==> src/rtl/mips_pkg.sv <==
// ---------------------------------------------------------------------------
// mips_pkg
//   Shared definitions for the MIPS32 front end: datapath width, the NOP
//   encoding used for pipeline bubbles, bit positions inside the ID-stage
//   jump vector and the fetch FSM state type.
// ---------------------------------------------------------------------------
package mips_pkg;

    localparam int XLEN = 32;

    // sll $0,$0,0 encodes as all zeros
    localparam logic [XLEN-1:0] NOP_INSTR = 32'h0000_0000;

    // jump[JMP_J]  : J/JAL, target from jump_target
    // jump[JMP_JR] : JR,    target from jr_target
    localparam int JMP_J  = 0;
    localparam int JMP_JR = 1;

    // FETCH : normal operation, one access in flight at imem_addr
    // DRAIN : a redirect arrived while the access was still outstanding;
    //         wait for it to retire before moving the PC
    typedef enum logic {
        FETCH = 1'b0,
        DRAIN = 1'b1
    } fetch_state_t;

endpackage : mips_pkg

==> src/rtl/next_pc_sel.sv <==
// ---------------------------------------------------------------------------
// next_pc_sel
//   Combinational redirect decode for the IF stage. Turns the ID-stage
//   branch/jump controls into a single redirect flag and a word-aligned
//   target address.
//
//   Ports
//     i_branch        ID holds a conditional branch
//     i_branch_yes    branch condition resolved true
//     i_jump[1:0]     [JMP_J]=J/JAL, [JMP_JR]=JR
//     i_branch_target PC+4+(simm<<2)
//     i_jump_target   {PC+4[31:28], imm26, 2'b00}
//     i_jr_target     rs value
//     o_redirect      the PC must leave the sequential path
//     o_target        selected target with bits [1:0] cleared
// ---------------------------------------------------------------------------
module next_pc_sel
    import mips_pkg::*;
(
    input  logic            i_branch,
    input  logic            i_branch_yes,
    input  logic [1:0]      i_jump,
    input  logic [XLEN-1:0] i_branch_target,
    input  logic [XLEN-1:0] i_jump_target,
    input  logic [XLEN-1:0] i_jr_target,
    output logic            o_redirect,
    output logic [XLEN-1:0] o_target
);

    logic [XLEN-1:0] w_raw_target;

    assign o_redirect = (i_branch & i_branch_yes) | i_jump[JMP_J] | i_jump[JMP_JR];

    // JR wins over J/JAL, which wins over a taken branch. Only one should be
    // active at a time in a well-formed ID stage; the priority just makes the
    // choice deterministic.
    assign w_raw_target = i_jump[JMP_JR] ? i_jr_target   :
                          i_jump[JMP_J]  ? i_jump_target :
                                           i_branch_target;

    // A misaligned rs value in JR must not produce a misaligned fetch.
    assign o_target = {w_raw_target[XLEN-1:2], 2'b00};

endmodule : next_pc_sel

==> src/rtl/fetch_ifid_stage.sv <==
// ---------------------------------------------------------------------------
// fetch_ifid_stage
//   IF stage plus IF/ID pipeline register of the 5-stage MIPS32 core.
//   Holds the PC, issues instruction-memory requests, applies the load-use
//   hold and the branch/jump redirect coming back from ID, and presents the
//   fetched word and PC+4 to ID.
//
//   Ports
//     clk, rst_n       core clock (rising edge), async active-low reset
//     hold             load-use stall: freezes PC, IF/ID, FSM, saved target
//     branch/branch_yes/jump/branch_target/jump_target/jr_target
//                      redirect controls computed in ID
//     imem_req/imem_addr/imem_valid/imem_rdata
//                      instruction memory port (see handshake note below)
//     if_id_instr/if_id_pc4/if_id_valid
//                      IF/ID register contents (valid=0 marks a bubble)
//     fetch_busy       request outstanding without data this cycle
//     dbg_state        current fetch FSM state, for debug and checkers
//
//   Instruction memory handshake:
//     imem_req is high whenever the block is out of reset and imem_addr
//     always equals the PC. The PC only changes in a cycle in which
//     imem_valid is high (or under reset), so imem_addr is stable for the
//     whole time a request waits for data. imem_valid=1 means imem_rdata is
//     the word at imem_addr in that same cycle; the access retires on that
//     edge even if the word is discarded (hold, redirect, or DRAIN).
// ---------------------------------------------------------------------------
module fetch_ifid_stage
    import mips_pkg::*;
#(
    parameter logic [31:0] RESET_PC  = 32'h0000_0000,
    parameter logic [31:0] NOP_INSTR = 32'h0000_0000
) (
    input  logic               clk,
    input  logic               rst_n,
    input  logic               hold,
    input  logic               branch,
    input  logic               branch_yes,
    input  logic [1:0]         jump,
    input  logic [XLEN-1:0]    branch_target,
    input  logic [XLEN-1:0]    jump_target,
    input  logic [XLEN-1:0]    jr_target,
    output logic               imem_req,
    output logic [XLEN-1:0]    imem_addr,
    input  logic               imem_valid,
    input  logic [XLEN-1:0]    imem_rdata,
    output logic [XLEN-1:0]    if_id_instr,
    output logic [XLEN-1:0]    if_id_pc4,
    output logic               if_id_valid,
    output logic               fetch_busy,
    output fetch_state_t       dbg_state
);

    logic [XLEN-1:0] r_pc;
    logic [XLEN-1:0] r_saved_tgt;
    logic [XLEN-1:0] r_if_id_instr;
    logic [XLEN-1:0] r_if_id_pc4;
    logic            r_if_id_valid;
    fetch_state_t    r_state;

    logic            w_redirect;
    logic [XLEN-1:0] w_target;
    logic [XLEN-1:0] w_pc4;

    next_pc_sel u_next_pc_sel (
        .i_branch        (branch),
        .i_branch_yes    (branch_yes),
        .i_jump          (jump),
        .i_branch_target (branch_target),
        .i_jump_target   (jump_target),
        .i_jr_target     (jr_target),
        .o_redirect      (w_redirect),
        .o_target        (w_target)
    );

    // Natural 32-bit wrap: 0xFFFF_FFFC + 4 = 0.
    assign w_pc4 = r_pc + 32'd4;

    // Request follows reset directly so it drops the instant rst_n falls.
    assign imem_req   = rst_n;
    assign imem_addr  = r_pc;
    assign fetch_busy = imem_req & ~imem_valid;

    assign if_id_instr = r_if_id_instr;
    assign if_id_pc4   = r_if_id_pc4;
    assign if_id_valid = r_if_id_valid;
    assign dbg_state   = r_state;

    // hold gates everything, including redirect: ID will present the same
    // branch/jump again once the stall clears. Any word returned under hold
    // is dropped and the same PC is fetched again.
    //
    // A bubble clears instr/valid but leaves pc4 as it was.
    always_ff @(posedge clk or negedge rst_n) begin
        if (!rst_n) begin
            r_pc          <= RESET_PC;
            r_saved_tgt   <= '0;
            r_if_id_instr <= NOP_INSTR;
            r_if_id_pc4   <= '0;
            r_if_id_valid <= 1'b0;
            r_state       <= FETCH;
        end else if (!hold) begin
            case (r_state)
                FETCH: begin
                    if (imem_valid && !w_redirect) begin
                        r_if_id_instr <= imem_rdata;
                        r_if_id_pc4   <= w_pc4;
                        r_if_id_valid <= 1'b1;
                        r_pc          <= w_pc4;
                    end else begin
                        r_if_id_instr <= NOP_INSTR;
                        r_if_id_valid <= 1'b0;
                        if (w_redirect) begin
                            if (imem_valid) begin
                                // Access retires now; the word is on the wrong path.
                                r_pc <= w_target;
                            end else begin
                                // Access still in flight: keep imem_addr stable
                                // and park the target until it retires.
                                r_saved_tgt <= w_target;
                                r_state     <= DRAIN;
                            end
                        end
                    end
                end
                DRAIN: begin
                    r_if_id_instr <= NOP_INSTR;
                    r_if_id_valid <= 1'b0;
                    if (imem_valid) begin
                        // The most recent redirect is the one that counts.
                        r_pc    <= w_redirect ? w_target : r_saved_tgt;
                        r_state <= FETCH;
                    end else if (w_redirect) begin
                        r_saved_tgt <= w_target;
                    end
                end
                default: begin
                    r_state <= FETCH;
                end
            endcase
        end
    end

endmodule : fetch_ifid_stage
==> config.mk <==
export PLATFORM = sky130hd
export DESIGN_NAME = fetch_ifid_stage
export DESIGN_NICKNAME = d
export VERILOG_FILES = /design/src/rtl/mips_pkg.sv /design/src/rtl/next_pc_sel.sv /design/src/rtl/fetch_ifid_stage.sv
export SDC_FILE = /design/constraint.sdc
export NUM_CORES = 1
export LEC_CHECK = 0
export ABC_AREA = 0
export ABC_CLOCK_PERIOD_IN_PS = 1900
export CORE_MARGIN = 3
export CORE_UTILIZATION = 42
export DETAILED_ROUTE_END_ITERATION = 10
export PLACE_DENSITY = 0.83
export REMOVE_ABC_BUFFERS = 1
export SYNTH_ARGS = -nofsm -noshare
export SYNTH_HDL_FRONTEND = slang
export SYNTH_HIERARCHICAL = 1
export SYNTH_SLANG_ARGS = --single-unit
==> constraint.sdc <==
create_clock -name clk -period 1.9 [get_ports clk]
set_input_delay 0.57 -clock clk [delete_from_list [all_inputs] [get_ports clk]]
set_output_delay 0.57 -clock clk [all_outputs]
set_load 0.01 [all_outputs]
==> impl_metrics.env <==
export IMPL_violations="setup timing"
export IMPL_grt_pass1_wl_um=36900
export IMPL_dieHeight_um=134
export IMPL_cts_sinks=130
export IMPL_finalSetupViolations=3
export IMPL_fmax_ghz=0.522
export IMPL_numCtsBuffers=17
export IMPL_place_area_um2=9820
export IMPL_end_kind="register"
export IMPL_yosys_warnings=6
export IMPL_drcViolationCount=0
export IMPL_grt_pass1_vias=6854
export IMPL_hpwlAfterDp_um=16400
export IMPL_boundaryPins=236
export IMPL_irDropWorstVdd_mv=0.702
export IMPL_cp_top_family="compound AO/OA/AOI/OAI gates"
export IMPL_area_growth_pct=59.9
export IMPL_drv_slew=0
export IMPL_port_buffers=229
export IMPL_max_slew_margin_pct=55.5
export IMPL_dieArea_um2=17800
export IMPL_status="finished, violations left"
export IMPL_p_sw_share_pct=27.5
export IMPL_synth_edf_count=0
export IMPL_internal_power_uw=7310
export IMPL_critPathLaunch="branch"
export IMPL_crit_path_cell_trace="buf_2 -> a211o_1 -> nand2b_4 -> or3_4 -> buf_12 -> buf_12 -> buf_8 -> a211o_1"
export IMPL_finalCritPeriodShare_pct=101
export IMPL_h_tree_depth=4
export IMPL_pwr_share_clk_pct=39.0
export IMPL_vias_per_cell=5.65
export IMPL_min_path_type="in2async"
export IMPL_grt_setup_unrepaired="true"
export IMPL_holdBufCountCts=0
export IMPL_clk_pin_slew_worst_paths_ns=0.05
export IMPL_worst_ep_required_time_ns=2.20
export IMPL_totalWireLength_um=23800
export IMPL_vias=6784
export IMPL_power_frac_comb_pct=25.4
export IMPL_grt_max_degree=83
export IMPL_pwr_share_seq_pct=35.6
export IMPL_period_needed_ns=1.92
export IMPL_p_leak_uw=0.00545
export IMPL_antenna_found_initial=1
export IMPL_cp_buffers_inverters=4
export IMPL_ys_types=64
export IMPL_drt_iter0_drc=660
export IMPL_hold_violations=0
export IMPL_synth_seq_cells=130
export IMPL_synth_area_top_cells="dfrtp_1 (48%), mux2_2 (5.6%), mux2i_1 (5.1%)"
export IMPL_netlist_area_leader_share_pct=47.6
export IMPL_yosysSeqAreaShare_pct=47.6
export IMPL_drtAntennaViolNets=0
export IMPL_track_usage_pct=26.0
export IMPL_cap_violations=0
export IMPL_p_sw_uw=2770
export IMPL_fin_ws_ns=-0.0165
export IMPL_drive_above_1_share_pct=21.8
export IMPL_syn_inst=677
export IMPL_tightest_slew_ns=0.668
export IMPL_ctsRootBufferMaster="clkbuf_16"
export IMPL_coreArea_um2=15500
export IMPL_cts_tree="yes"
export IMPL_fin_util_pct=70.3
export IMPL_cpPeakStageDelay_ns=0.38
export IMPL_synthesis_area_um2=6830
export IMPL_crit_fanout=6
export IMPL_floorplan_initialDensity_pct=43.9
export IMPL_gp_congestion=0.879
export IMPL_yosys_area_top_type="dfrtp_1"
export IMPL_diodes=0
export IMPL_start_kind="input port"
export IMPL_crit_reg2reg_launch="imem_addr[3]"
export IMPL_clk_latency_ns=0.42
export IMPL_arrival_ns=2.22
export IMPL_final_nets=1114
export IMPL_grt_overflow=0
export IMPL_crit_slowest_cell="or3_4"
export IMPL_async_reset_ff_share_pct=100
export IMPL_die_w_um=134
export IMPL_power_density_nw_per_um2=924
export IMPL_synth_main_ff_cell="dfrtp_1"
export IMPL_stdcell_area_um2=10900
export IMPL_wl_per_cell_um=19.8
export IMPL_avgSynthCellArea_um2=10.1
export IMPL_path_class="in2reg"
export IMPL_drt_pass1_iter_count=5
export IMPL_skew_ns=0.0112
export IMPL_core_rowCount=45
export IMPL_cts_max_path_buffers=2
power by group through the flow:
stage	clock network [uW]	registers, uW	logic (uW)
2_1_floorplan	0	3790	790
3_3_place_gp	0	3610	2540
3_5_place_dp	0	3630	2600
4_1_cts	3950	3580	2530
5_1_grt	4090	3650	2770
6_report	3930	3590	2560
through the flow:
stage,worst slack (ns),power (uW),instances,hold WS [ns],TNS (ns)
3_3_place_gp,-0.717,6150,1146,0.462,-71.79
3_5_place_dp,-0.718,6230,1146,0.466,-76.78
4_1_cts,-0.0193,10000,1192,0.309,-0.0303
6_report,-0.0165,10100,1201,0.284,-0.0468
2_1_floorplan,-2.35,4590,622,0.274,-199.09
5_1_grt,-0.0856,10500,1201,0.340,-0.277
layout make-up:
type                       count  area [um^2]
clock buffer                  23          488
multi-input combinational    484         3360
clock inverter                 9          223
inverter                       8         30.0
fill                        1094         4620
sequential                   130         3260
timing repair buffer         336         3300
tap                          211          264
path summary, 6_finish.rpt:
check | slack [ns] | cells past startpoint | endpoint
worst max-delay path | -0.02 | 8 | if_id_pc4[16]
worst min-delay path | 0.28 | 2 | if_id_pc4[16]
worst max register to register | -0.02 | 7 | imem_addr[27]
worst min register to register | 0.47 | 2 | if_id_pc4[28]
max in group asynchronous | 0.71 | 3 | imem_addr[4]
min in group clk | 0.47 | 2 | if_id_pc4[28]
flip-flops by register name (all words and copies together) (netlist names):
register / flops
if_id_valid: 1
dbg_state: 1
if_id_instr: 32
r_saved_tgt: 32
if_id_pc4: 32
imem_addr: 32
cell families (layout without fill, tap and decap cells):
family	Yosys count	after routing	synth area share [%]
AO/OA/AOI/OAI	202	202	19.9
adder cells (fa/ha/maj)	1	1	0.183
XOR/XNOR	24	24	3.08
buffers and inverters	64	376	4.86
AND/OR/NAND/NOR	186	186	13.6
other	1	2	0.0549
multiplexers	69	69	10.7
flip-flops	130	130	47.6
placed cells by master, fill, tap and decap left out, types with 4 or more instances in the layout:
cell type | netlist | layout
clkdlybuf4s50_1 | 0 | 129
dfrtp_1 | 130 | 127
nand2_1 | 91 | 89
buf_4 | 5 | 81
dlygate4sd2_1 | 0 | 66
o21ai_0 | 46 | 40
o21ai_1 | 30 | 35
mux2i_1 | 35 | 35
mux2_2 | 34 | 34
a22o_1 | 33 | 33
nor2_1 | 33 | 32
dlymetal6s2s_1 | 0 | 28
a21oi_1 | 21 | 21
clkbuf_16 | 0 | 17
a22oi_1 | 15 | 15
buf_6 | 1 | 14
xor2_1 | 13 | 13
buf_12 | 3 | 11
nand4_1 | 10 | 10
xnor2_1 | 11 | 10
o22ai_1 | 10 | 10
nand3_1 | 9 | 8
nor2b_1 | 7 | 7
inv_1 | 8 | 7
bufinv_16 | 0 | 7
a211o_1 | 6 | 6
and3_1 | 6 | 5
a31oi_1 | 5 | 5
o31a_1 | 5 | 5
a221oi_1 | 4 | 4
clkbuf_8 | 0 | 4
cell usage after synthesis (all sizes together), types with 5 or more instances:
master and n:
o21ai 78, nor3 6, mux2 34, and3 6
a22oi 15, nand2 93, clkbuf 30, nor2 33
xnor2 11, dfrtp 130, a211o 6, mux2i 35
o31a 5, o22ai 10, nand3 11, a21oi 21
buf 26, a22o 33, inv 8, nor2b 7
nand4 11, xor2 13, a31oi 5
layer usage:
metal	share of wire (%)	up-vias	wire length, um	track usage, %
li1	-	3067	-	-
met1	38	3288	9120	33.3
met2	51	372	12100	43.8
met3	8.2	57	1950	6.16
met4	2.4	0	560	8.00
met5	0	-	0	0
what timing repair did:
item	in CTS	in global routing
hold endpoints to repair	0	0
setup endpoints to repair	188	59
gates cloned	2	1
pin swaps	11	10
setup buffers	12	8
gates resized for setup	110	48
No activity file was read; power rests on OpenSTA's default activity.
